===== config.mk =====
export PLATFORM = sky130hd
export DESIGN_NAME = host_mailbox_ctrl
export DESIGN_NICKNAME = d
export VERILOG_FILES = /design/src/rtl/host_mailbox_ctrl.sv
export SDC_FILE = /design/constraint.sdc
export NUM_CORES = 1
export LEC_CHECK = 0
export ABC_AREA = 1
export BUFFER_PORTS_ARGS = -buffer_cell sky130_fd_sc_hd__buf_2
export CAP_MARGIN = 20
export CORE_UTILIZATION = 35
export DETAILED_ROUTE_END_ITERATION = 10
export GPL_ROUTABILITY_DRIVEN = 0
export GPL_TIMING_DRIVEN = 1
export HOLD_SLACK_MARGIN = 0.15
export PLACE_DENSITY = 0.57
export SYNTH_ARGS = -nofsm -noshare
export SYNTH_HDL_FRONTEND = slang
export SYNTH_SLANG_ARGS = --single-unit

===== constraint.sdc =====
create_clock -name clk -period 2.5 [get_ports clk]
set_input_delay 0.125 -clock clk [delete_from_list [all_inputs] [get_ports clk]]
set_output_delay 0.125 -clock clk [all_outputs]
set_load 0.005 [all_outputs]

===== src/rtl/host_mailbox_ctrl.sv =====
// Host-side mailbox controller: holds the CPU in reset, preloads argument words through
// the external memory port, releases the CPU, then snoops its stores for results and a done flag.
module host_mailbox_ctrl #(
    parameter logic [31:0] MBOX_BASE  = 32'h0200_0000,
    parameter int          IDX_W      = 2,
    parameter int          SETTLE_CYC = 2,
    parameter int          TIMEOUT    = 100000,
    parameter int          CNT_W      = 17
) (
    input  logic                     clk,
    input  logic                     reset,
    input  logic                     start,
    input  logic [(2**IDX_W)*32-1:0] arg_data,
    input  logic [IDX_W:0]           arg_count,
    input  logic [IDX_W-1:0]         done_idx,
    input  logic [IDX_W-1:0]         rd_idx,
    input  logic                     MemWrite,
    input  logic [31:0]              DataAdr,
    input  logic [31:0]              WriteData,
    output logic                     cpu_reset,
    output logic                     Ext_MemWrite,
    output logic [31:0]              Ext_WriteData,
    output logic [31:0]              Ext_DataAdr,
    output logic [31:0]              rd_word,
    output logic [(2**IDX_W)-1:0]    cap_valid,
    output logic                     busy,
    output logic                     done,
    output logic                     timeout
);
    localparam int NWORDS = 2**IDX_W;
    localparam int SET_W  = (SETTLE_CYC > 1) ? $clog2(SETTLE_CYC) : 1;

    typedef enum logic [2:0] {
        S_IDLE, S_LOAD, S_SETTLE, S_RUN, S_DONE, S_TIMEOUT
    } stateT;

    stateT                    state, nextState;
    logic [IDX_W:0]           countReg;
    logic [IDX_W-1:0]         doneIdxReg;
    logic [(NWORDS-1)*32-1:0] argRest;
    logic [IDX_W-1:0]         loadIdx;
    logic [SET_W-1:0]         settleCnt;
    logic [CNT_W-1:0]         runCnt;
    logic [31:0]              capReg [NWORDS];

    logic [IDX_W:0]   clampCount;
    logic             canStart, lastWord, settleLast, expiry;
    logic [IDX_W-1:0] nextIdx, winIdx;
    logic [31:0]      storeOfs;
    logic             inWindow, doneStore;

    assign clampCount = (arg_count > (IDX_W+1)'(NWORDS)) ? (IDX_W+1)'(NWORDS) : arg_count;
    assign canStart   = start && (state == S_IDLE || state == S_DONE || state == S_TIMEOUT);
    assign nextIdx    = loadIdx + IDX_W'(1);
    assign lastWord   = (({1'b0, loadIdx} + (IDX_W+1)'(1)) == countReg);
    assign settleLast = (settleCnt == SET_W'(SETTLE_CYC - 1));
    assign expiry     = (runCnt == CNT_W'(TIMEOUT - 1));

    // Window test is done on the wrapped offset plus an explicit lower-bound compare.
    assign storeOfs  = DataAdr - MBOX_BASE;
    assign inWindow  = MemWrite && (DataAdr[1:0] == 2'b00) && (DataAdr >= MBOX_BASE)
                       && ((storeOfs >> 2) < 32'(NWORDS));
    assign winIdx    = storeOfs[IDX_W+1:2];
    assign doneStore = (state == S_RUN) && inWindow && (winIdx == doneIdxReg)
                       && (WriteData == 32'd1);

    assign rd_word = capReg[rd_idx];

    always_ff @(posedge clk) begin
        if (reset) state <= S_IDLE;
        else       state <= nextState;
    end

    // NOTE: nextState gets its default before the case so no path leaves it unassigned,
    // which keeps this block purely combinational instead of inferring a latch.
    always_comb begin
        nextState = state;
        case (state)
            S_IDLE, S_DONE, S_TIMEOUT:
                if (canStart) nextState = (clampCount != '0) ? S_LOAD : S_SETTLE;
            S_LOAD:   if (lastWord)   nextState = S_SETTLE;
            S_SETTLE: if (settleLast) nextState = S_RUN;
            S_RUN: begin
                if (doneStore)   nextState = S_DONE;
                else if (expiry) nextState = S_TIMEOUT;
            end
            default: nextState = S_IDLE;
        endcase
    end

    // NOTE: the capture array is a handful of flops, not RAM, so it is cleared by reset
    // and by every start; rd_word must never show stale data from an earlier session.
    always_ff @(posedge clk) begin
        if (reset) begin
            cpu_reset     <= 1'b1;
            busy          <= 1'b0;
            done          <= 1'b0;
            timeout       <= 1'b0;
            cap_valid     <= '0;
            Ext_MemWrite  <= 1'b0;
            Ext_WriteData <= '0;
            Ext_DataAdr   <= '0;
            countReg      <= '0;
            doneIdxReg    <= '0;
            argRest       <= '0;
            loadIdx       <= '0;
            settleCnt     <= '0;
            runCnt        <= '0;
            for (int i = 0; i < NWORDS; i++) capReg[i] <= '0;
        end else begin
            cpu_reset <= (nextState != S_RUN);
            busy      <= (nextState inside {S_LOAD, S_SETTLE, S_RUN});
            // NOTE: non-blocking defaults here are overridden by later assignments in the
            // same block; the last scheduled update wins, so ordering below is deliberate.
            Ext_MemWrite  <= 1'b0;
            Ext_WriteData <= '0;
            Ext_DataAdr   <= '0;
            settleCnt     <= (state == S_SETTLE) ? settleCnt + SET_W'(1) : '0;
            runCnt        <= (state == S_RUN) ? runCnt + CNT_W'(1) : '0;

            if (canStart) begin
                cap_valid  <= '0;
                done       <= 1'b0;
                timeout    <= 1'b0;
                for (int i = 0; i < NWORDS; i++) capReg[i] <= '0;
                countReg   <= clampCount;
                doneIdxReg <= done_idx;
                argRest    <= arg_data[NWORDS*32-1:32];
                loadIdx    <= '0;
                if (clampCount != '0) begin
                    Ext_MemWrite  <= 1'b1;
                    Ext_DataAdr   <= MBOX_BASE;
                    Ext_WriteData <= arg_data[31:0];
                end
            end

            // Word 0 goes out on the start edge, so argRest holds words 1..NWORDS-1.
            if (state == S_LOAD && !lastWord) begin
                loadIdx       <= nextIdx;
                Ext_MemWrite  <= 1'b1;
                Ext_DataAdr   <= MBOX_BASE + (32'(nextIdx) << 2);
                Ext_WriteData <= argRest[32*loadIdx +: 32];
            end

            if (state == S_RUN) begin
                if (inWindow) begin
                    capReg[winIdx]    <= WriteData;
                    cap_valid[winIdx] <= 1'b1;
                end
                if (doneStore)   done    <= 1'b1;
                else if (expiry) timeout <= 1'b1;
            end
        end
    end
endmodule


* Word level (Yosys, flattened, before mapping)
Memories as Yosys holds them, arrays and structs flattened.
Cells that the tools add are included.
W data, S select, Z words.
** Cells by class
- $add $sub $neg :: 6
- Order comparisons :: 5
- Eq/ne operators :: 13
- Shift operators :: 1
- Muxes and demuxes :: 48
- Bitwise gates (word level) :: 7
- Reduce and logical (&&, ||, !) cells :: 21
** Operators by type and width (number)
- $mux W32 :: 9
- $shiftx A96 B8 Y32 :: 1
- $mux W26 :: 2
- $eq A32 B1 Y1 const B :: 1
- $ge A32 B26 Y1 const B :: 1
- $reduce_or A32 Y1 :: 1
- $sub A32 B26 Y32 const B :: 1
- $lt A30 B3 Y1 const B :: 1
- $add A26 B4 Y27 const A :: 1
- $mux W1 :: 21
- $mux W3 :: 6
- $add A17 B1 Y17 const B :: 1
- $eq A17 B17 Y1 const B :: 1
- $mux W4 :: 4
- $eq A3 B2 Y1 const B :: 4
- $pmux W3 S4 :: 1
- $logic_and A1 B1 Y1 :: 9
- $mux W2 :: 4
- $eq A3 B1 Y1 const B :: 2
- $eq A3 B3 Y1 const B :: 2
- $reduce_bool A3 Y1 :: 2
- $or A1 B1 Y1 :: 4
- $or A4 B4 Y4 :: 1
- $reduce_or A2 Y1 :: 2
- 17 further kinds :: 19
** Word-level totals
- Register bits :: 197
- Bits in writable memories :: 128
- Input bits :: 203
- Output and inout port bits :: 105
- Logic and storage cells :: 117
- Memories :: 1
** Memory list
- capReg :: words 4, width 32, read ports 1, clocked after memory_dff 0, wr ports 4, RTL line 44 : logic [31:0] capReg [NWORDS];

* Logic depth before layout (Yosys ltp)
Gate-level depths: netlist of the first run.
- Depth in word-level cells :: 11
- Depth in mapped cells :: 12
- Gate-level depth less buffers :: 12

* Worst setup path after synthesis of the first run
No wires, ideal clock.
- Kind :: register -> register
- From :: reg state[2]
- To :: mem capReg[0][0], enable pin
- Library setup time :: 0.389 ns
- Data arrival time :: 2.113 ns
- Data required time :: 2.111 ns
- Path slack :: -0.003 ns
- Stages on the path, launching flop included :: 11
- Path buffers :: 1
- Clock period less this slack :: 2.503 ns
- Path through :: dfxtp_1 > inv_1 > nand2_2 > nor2_4 > nand2_1 > nor2_1 > nand2_1 > nor3_4 > nand3_2 > buf_6 > nand2_1
** RTL lines
- from (decl) :: RTL line 37 : stateT state, nextState;
- from (signal assigned) :: RTL line 71 : else state <= nextState;
- to (decl) :: RTL line 44

* Worst setup path after layout of the first run
- From :: reg state[2]
- To :: reg argRest[60]
** On the way
- Word-level cells in the longest chain between the ends :: 4
- Elaborated cells between the ends (all ways) :: 6
- Those cells by class :: 2 x eq/ne; 4 x reduce/logical
** Ends and longest elaborated chain
- $eq A3 B3 Y1 / $logic_not A3 Y1 (equally long branches) :: RTL line 53 : assign canStart = start && (state == S_IDLE || state == S_DONE || state == S_TIMEOUT);
- $logic_or A1 B1 Y1 :: RTL line 53
- $logic_or A1 B1 Y1 * :: RTL line 53
- $logic_and A1 B1 Y1 * :: RTL line 53
- to (signal assigned) :: RTL line 128 : argRest <= arg_data[NWORDS*32-1:32];
- to (decl) :: RTL line 40 : logic [(NWORDS-1)*32-1:0] argRest;
Mark *: on every way between the ends. The rest lies on a longest branch, timed or not.
A chain may end at the register's enable or synchronous reset.

==> results by group, run 1 <==
GRT
  – Largest net degree at the start of global routing: 86
  – Global-route wire length before repair: 58.4 mm
  – GR Overflow Total: 0
  – Initial antenna violation count: 3
  – Vias in the first global route: 11384
  – Overall Global Routing Usage: 0.200

Die
  – Die area: 36800 sq um
  – Die width: 192 um
  – Num ports: 308
  – Row Count: 69
  – Die Ht: 192 um
  – Initial Util: 0.355
  – Placeable core region: 35600 sq um

Synthesis
  – Cells after synthesis: 1492
  – Ys Warns: 0
  – Synthesized area per cell: 8.46 sq um
  – Flop and latch count out of synthesis: 295
  – Synthesized area: 12600 sq um
  – Yosys cell types: 33
  – Register area share after synthesis: 0.569

Clocking
  – CTS tree: done
  – Skew-Pair Late Insertion Delay: 0.52 ns
  – Buffer count from post-CTS setup fixing: 0
  – Worst-path clk slew: 0.06 ns
  – CTS HTree Levels: 2
  – Sink Count: 295
  – CTS buffer count: 34
  – Root buffer cell: clkbuf_16
  – CTS Buffer Depth: 3

Layout
  – Cell Count, Final, Fillers Out: 2397
  – Area growth syn-to-layout: 35.5%
  – Final net count: 2117
  – Share of layout cells above drive strength 1: 0.189
  – Fill count: 3474

Place
  – Post-place setup slack: 0.431 ns
  – Inst Count DP: 2169
  – DPL Wire Length: 23.0 mm
  – # port buffers: 278

Detailed routing
  – Final ANT Viol Nets: 0
  – Via density: 4.77
  – Iteration-0 DRC Markers: 557
  – Via Count: 11430
  – Detailed-route wire length: 37.3 mm
  – Drt pass-1 iters: 5
  – DRC violations left: 0
  – Routed len/inst: 15.6 um

Timing
  – RSZ-0062 raised after global routing: false
  – Slew @ Worst Pin: 0.760 ns
  – Final Critical Period: 2.24 ns
  – Fin Hold WS: 0.165 ns
  – Fin crit share: 0.894
  – Fin worst setup slack: 0.265 ns
  – Max frequency: 447 MHz
  – Final Hold Violating Endpoints: 0
  – Slew margin rel.: 0.493
  – TNS Setup: 0 ns
  – Slew Limit Fails: 0
  – Final setup violation count: 0
  – Fin Clk Skew: 0.0150 ns

Setup path
  – CP Max Fanout: 85
  – WS Path Type: flip-flop to flip-flop
  – Critical path data required time: 2.95 ns
  – Critical Path Start Type: flip-flop
  – Arrival time worst endpoint: 2.69 ns
  – R2R setup slack: 0.26 ns
  – CP Capture Type: flip-flop

Hold path
  – Hold/Removal Path Class: input port to flip-flop

Pwr
  – Pleak: 7.38 nW
  – Design Power: 13.1 mW
  – P per Cell Area: 768 nW/um^2
  – Peak supply drop: 0.479 mV

Run
  – Max Cap Viol: 0

Status
  – Outcome: complete, no violations
registers in the layout (all words and copies together), names as in the netlist:
| name | flops |
|---|---|
| Ext_DataAdr | 3 |
| loadIdx | 2 |
| done | 1 |
| timeout | 1 |
| runCnt | 17 |
| capReg | 128 |
| settleCnt | 1 |
| busy | 1 |
| cpu_reset | 1 |
| state | 3 |
| argRest | 96 |
| cap_valid | 4 |
| Ext_WriteData | 32 |
| countReg | 3 |
| doneIdxReg | 2 |
through the flow:
stage	area (sq um)	utilization
floorplan	12700	-
global placement	14400	0.404
detailed placement	14400	0.404
CTS	17100	0.481
global route	17100	0.481
finish	17100	0.481
cell type report:
| type | instances | area, sq um | area share |
|---|---|---|---|
| flip-flops and latches | 295 | 7190 | 0.420 |
| repair buffers | 473 | 3370 | 0.197 |
| inverters | 164 | 616 | 0.0360 |
| diodes | 3 | 7.51 | 0.000439 |
| clock inverters | 9 | 81.3 | 0.00475 |
| clock buffers | 49 | 958 | 0.0560 |
| well taps | 461 | 577 | 0.0337 |
| multi-input cells | 943 | 4310 | 0.252 |
kinds of logic after synthesis:
logic type / after synthesis / share of synthesized area
adders and majority gates: 3 / 0.00297
AOI/OAI and AO/OA: 353 / 0.144
and+or+nand+nor: 553 / 0.180
other: 1 / 0.000297
DFF: 295 / 0.569
buffers and inverters: 282 / 0.0991
xor gates and xnor gates: 5 / 0.00347
path summary, 6_finish.rpt:
kind | startpoint | end | cells after the start
worst max-delay path | state[2] | argRest[60] | 8
worst min register to register | settleCnt | settleCnt | 1
worst min-delay path | DataAdr[2] | capReg[1][7] | 3
worst max register to register | state[2] | argRest[60] | 8
cells in the mapped netlist (all sizes together):
| master | number | area, sq um |
|---|---|---|
| nand3 | 85 | 445 |
| clkbuf | 64 | 240 |
| nor2 | 234 | 886 |
| ha | 3 | 37.5 |
| o21ai | 201 | 1010 |
| inv | 162 | 608 |
| clkinv | 2 | 7.51 |
| xor2 | 3 | 26.3 |
| nand2 | 207 | 780 |
| o22ai | 32 | 200 |
| nand4 | 11 | 68.8 |
| o21bai | 1 | 7.51 |
| buf | 54 | 395 |
| o21a | 2 | 15.0 |
| o2111ai | 1 | 8.76 |
| a31o | 1 | 8.76 |
| a31oi | 1 | 6.26 |
| or2 | 3 | 18.8 |
| dfxtp | 167 | 3340 |
| nor3 | 12 | 71.3 |
| a21oi | 114 | 571 |
| nand3b | 1 | 7.51 |
| xnor2 | 2 | 17.5 |
| conb | 1 | 3.75 |
| edfxtp | 128 | 3840 |
repair_timing:
action,4_1_cts,5_1_grt
gates resized for setup,0,0
hold endpoints to repair,264,0
hold buffers,167,0
worst max-delay path: stages, from the launching register on:
cell,delay (ns)
dfxtp_1,0.36
inv_1,0.09
nand2_2,0.14
nand3_2,0.25
inv_2,0.20
buf_12,0.33
nand2_1,0.10
a21oi_1,0.14
dlygate4sd3_1,0.56
placed cells by master, fill, tap and decap left out, types with 2 or more instances in the layout:
master	count
buf_12	8
dlygate4sd3_1	167
o21ai_0	201
conb_1	29
a21oi_1	114
diode_2	3
nor2_1	232
buf_2	278
or2_2	3
nand2_1	203
nand3_1	80
clkbuf_1	11
buf_4	20
nand3_2	5
clkbuf_16	35
dfxtp_1	167
clkbuf_8	3
inv_2	3
clkinv_1	7
xnor2_1	2
o21a_1	2
o22ai_1	32
inv_1	160
nand2_2	4
xor2_1	3
edfxtp_1	128
ha_1	3
nor3_1	11
nand4_1	11
metal layers:
metal / vias up / GRT usage / part of all wire
met4: 0 / 0.0675 / 0.026
met5: - / 0 / 0
met2: 345 / 0.344 / 0.48
li1: 5696 / - / -
met1: 5315 / 0.249 / 0.44
met3: 74 / 0.0378 / 0.054
where the power goes:
| group | internal (mW) | leakage (nW) | total [mW] | switching [mW] |
|---|---|---|---|---|
| Combinational | 0.998 | 4.12 | 2.60 | 1.60 |
| Clock | 2.77 | 0.504 | 4.71 | 1.94 |
| Sequential | 5.66 | 2.75 | 5.83 | 0.170 |
| Total | 9.43 | 7.38 | 13.1 | 3.71 |
Note: power is estimated with default switching activity, not from simulation.
==> run 2: changes to the inputs <==
Settings changed: ABC_AREA 1 to default.
==> results by group, run 2 <==
Clocking
  – Worst-path clk slew: 0.06 ns (about the same)
  – CTS tree: done (unchanged)
  – Buffer count from post-CTS setup fixing: 0 (unchanged)
  – Root buffer cell: clkbuf_16 (unchanged)
  – Skew-Pair Late Insertion Delay: 0.55 ns (was 0.52 ns)
  – Sink Count: 295 (unchanged)
  – CTS buffer count: 31 (was 34)
  – CTS HTree Levels: 1 (was 2)
  – CTS Buffer Depth: 3 (unchanged)

GRT
  – Largest net degree at the start of global routing: 104 (was 86)
  – Global-route wire length before repair: 54.3 mm (was 58.4 mm)
  – GR Overflow Total: 0 (unchanged)
  – Vias in the first global route: 10237 (was 11384)
  – Overall Global Routing Usage: 0.188 (was 0.200)
  – Initial antenna violation count: 2 (was 3)

Layout
  – Fill count: 3226 (was 3474)
  – Biggest regs: capReg: 128 flops, argRest: 96 flops, Ext_WriteData: 32 flops (unchanged)
  – Final net count: 1838 (was 2117)
  – Max reg flops: 128 (unchanged)
  – Share of layout cells above drive strength 1: 0.251 (was 0.189)
  – Commonest non-fill, non-tap cells in the layout: 277 x buf_2, 213 x nand2_1, 200 x a21oi_1 (was 278 x buf_2, 232 x nor2_1, 203 x nand2_1)
  – Final Instance Area: 17400 sq um (was 17100 sq um)
  – Area growth syn-to-layout: 38.5% (was 35.5%)
  – Largest register by flop count: capReg (unchanged)
  – Most common cell after layout, fill and taps aside: buf_2 (unchanged)

Synthesis
  – Synth Flop Type: dfxtp_1 (unchanged)
  – Post-synth top cells: 214 x nand2_1, 200 x a21oi_1, 167 x dfxtp_1 (was 233 x nor2_1, 206 x nand2_1, 201 x o21ai_0)
  – EDFF count, synth: 128 (unchanged)
  – Synthesized area: 12500 sq um (was 12600 sq um)
  – Synthesized area per cell: 10.5 sq um (was 8.46 sq um)
  – Register area share after synthesis: 0.573 (was 0.569)
  – Top-count cell post-synth: nand2_1 (was nor2_1)
  – Flop and latch count out of synthesis: 295 (unchanged)
  – Async SR Flop Fraction: 0 (unchanged)
  – Ys Warns: 0 (unchanged)
  – Synth area leaders: edfxtp_1 31%, dfxtp_1 27%, a21oi_1 8.0%, and2_1 6.5%, nand2_1 6.4% (was edfxtp_1 30%, dfxtp_1 26%, o21ai_0 8.0%, nor2_1 6.9%, nand2_1 6.1%)
  – Yosys cell types: 52 (was 33)
  – Area leader, netlist: edfxtp_1 (unchanged)
  – Yosys top cell area share: 0.306 (was 0.304)
  – Cells after synthesis: 1196 (was 1492)

Setup path
  – CP Max Fanout: 5 (was 85)
  – Critical path data required time: 2.99 ns (was 2.95 ns)
  – WS Path Type: input port to flip-flop (was flip-flop to flip-flop)
  – Arrival time worst endpoint: 2.88 ns (was 2.69 ns)
  – CP Capture Type: flip-flop (unchanged)
  – Critical Path Start Type: input port (was flip-flop)

Timing
  – RSZ-0062 raised after global routing: false (unchanged)
  – Final setup violation count: 0 (unchanged)
  – Max frequency: 418 MHz (was 447 MHz)
  – Fin Clk Skew: 0.0129 ns (was 0.0150 ns)
  – Fin crit share: 0.956 (was 0.894)
  – TNS Setup: 0 ns (unchanged)
  – Slew margin rel.: 0.240 (was 0.493)
  – Slew Limit Fails: 0 (unchanged)
  – Final Critical Period: 2.39 ns (was 2.24 ns)
  – Slew @ Worst Pin: 1.14 ns (was 0.760 ns)
  – Final Hold Violating Endpoints: 0 (unchanged)

Place
  – DPL Wire Length: 22.5 mm (was 23.0 mm)
  – Placed cell area: 14500 sq um (was 14400 sq um)
  – # port buffers: 278 (unchanged)

Detailed routing
  – Via Count: 10068 (was 11430)
  – Final ANT Viol Nets: 0 (unchanged)
  – Routed len/inst: 16.5 um (was 15.6 um)
  – Drt pass-1 iters: 5 (unchanged)
  – Via density: 4.76 (was 4.77)
  – Iteration-0 DRC Markers: 449 (was 557)
  – DRC violations left: 0 (unchanged)
  – Detailed-route wire length: 34.8 mm (was 37.3 mm)

Pwr
  – Peak supply drop: 0.502 mV (was 0.479 mV)
  – Design Power: 12.7 mW (was 13.1 mW)
  – Pleak: 7.15 nW (was 7.38 nW)
  – P per Cell Area: 730 nW/um^2 (was 768 nW/um^2)

Status
  – Outcome: complete, no violations (unchanged)

Die
  – Die Ht: 191 um (was 192 um)
  – Num ports: 308 (unchanged)
  – Die area: 36600 sq um (was 36800 sq um)
  – Initial Util: 0.360 (was 0.355)
  – Placeable core region: 34900 sq um (was 35600 sq um)
  – Die width: 191 um (was 192 um)
  – Row Count: 68 (was 69)

Hold path
  – Hold/Removal Path Class: input port to flip-flop (unchanged)

Run
  – Max Cap Viol: 0 (unchanged)
-- run 2: changes by cell type after synthesis, moves of 11 or more --
cell,before,now
a21oi_1,114,200
and2_1,0,130
clkbuf_1,64,53
inv_1,161,8
mux2i_1,0,34
mux4_2,0,32
nand3_1,81,11
nor2_1,233,59
nor4_1,0,16
o21ai_0,201,3
o22ai_1,32,0
-- run 2: cells by family after synthesis --
group | synth area share
compound gates | 0.0900
mux | 0.0846
fa+ha+maj | 0.00299
buf+inv | 0.0470
other cells | 0.000299
flops | 0.573
xor+xnor | 0.0140
simple gates | 0.188
-- run 2: area by class of cell --
cell class	count	area [sq um]	area share
timing repair buffer	483	3550	0.204
inverter	8	30.0	0.00173
clock inverter	14	198	0.0114
multi-input combinational	813	4930	0.284
sequential	295	7190	0.414
tap	455	569	0.0328
antenna	2	5.00	0.000288
clock buffer	43	892	0.0514
-- run 2: final timing paths --
path | start | end | slack, ns | cells after the start
worst max register to register | runCnt[13] | state[2] | 0.13 | 6
worst min-delay path | DataAdr[20] | timeout | 0.19 | 6
worst min register to register | settleCnt | settleCnt | 0.42 | 1
worst max-delay path | WriteData[1] | state[2] | 0.11 | 8
-- run 2: metal layers --
| layer | routed length, um | global-route usage | up-vias |
|---|---|---|---|
| met1 | 14500 | 0.238 | 4736 |
| met2 | 17000 | 0.320 | 324 |
| met3 | 2150 | 0.0349 | 63 |
| met5 | 0 | 0 | - |
| li1 | - | - | 4945 |
| met4 | 1050 | 0.0611 | 0 |
-- run 2: timing repair --
action / 4_1_cts / 5_1_grt
endpoints found under the hold margin: 269 / 0
hold buffers: 171 / 0
endpoints found under the setup margin: 0 / 2
gates resized for setup: 0 / 4
-- run 2: critical path, cell delays in order --
cell and delay (ns):
dlygate4sd3_1 0.55, buf_2 0.16, nor4b_1 0.44, nand4_1 0.27, nor4_1 0.33, nand3b_1 0.23
a21oi_1 0.20, dlygate4sd3_1 0.58
-- run 2: through the flow --
step                      cells  hold WS [ns]   util  worst slack [ns]
after global placement     1881         0.367  0.415            0.0822
after floorplan            1224         0.261      -            0.0355
after detailed placement   1882         0.371  0.416            0.0210
after global routing       2113         0.243  0.498            0.0111
after CTS                  2110         0.161  0.496            0.0259
final                      2113         0.190  0.498             0.109
-- run 2: report_power, final --
| group | internal [mW] | switching, mW |
|---|---|---|
| Combinational | 0.969 | 1.15 |
| Sequential | 5.53 | 0.173 |
| Clock | 2.99 | 1.88 |
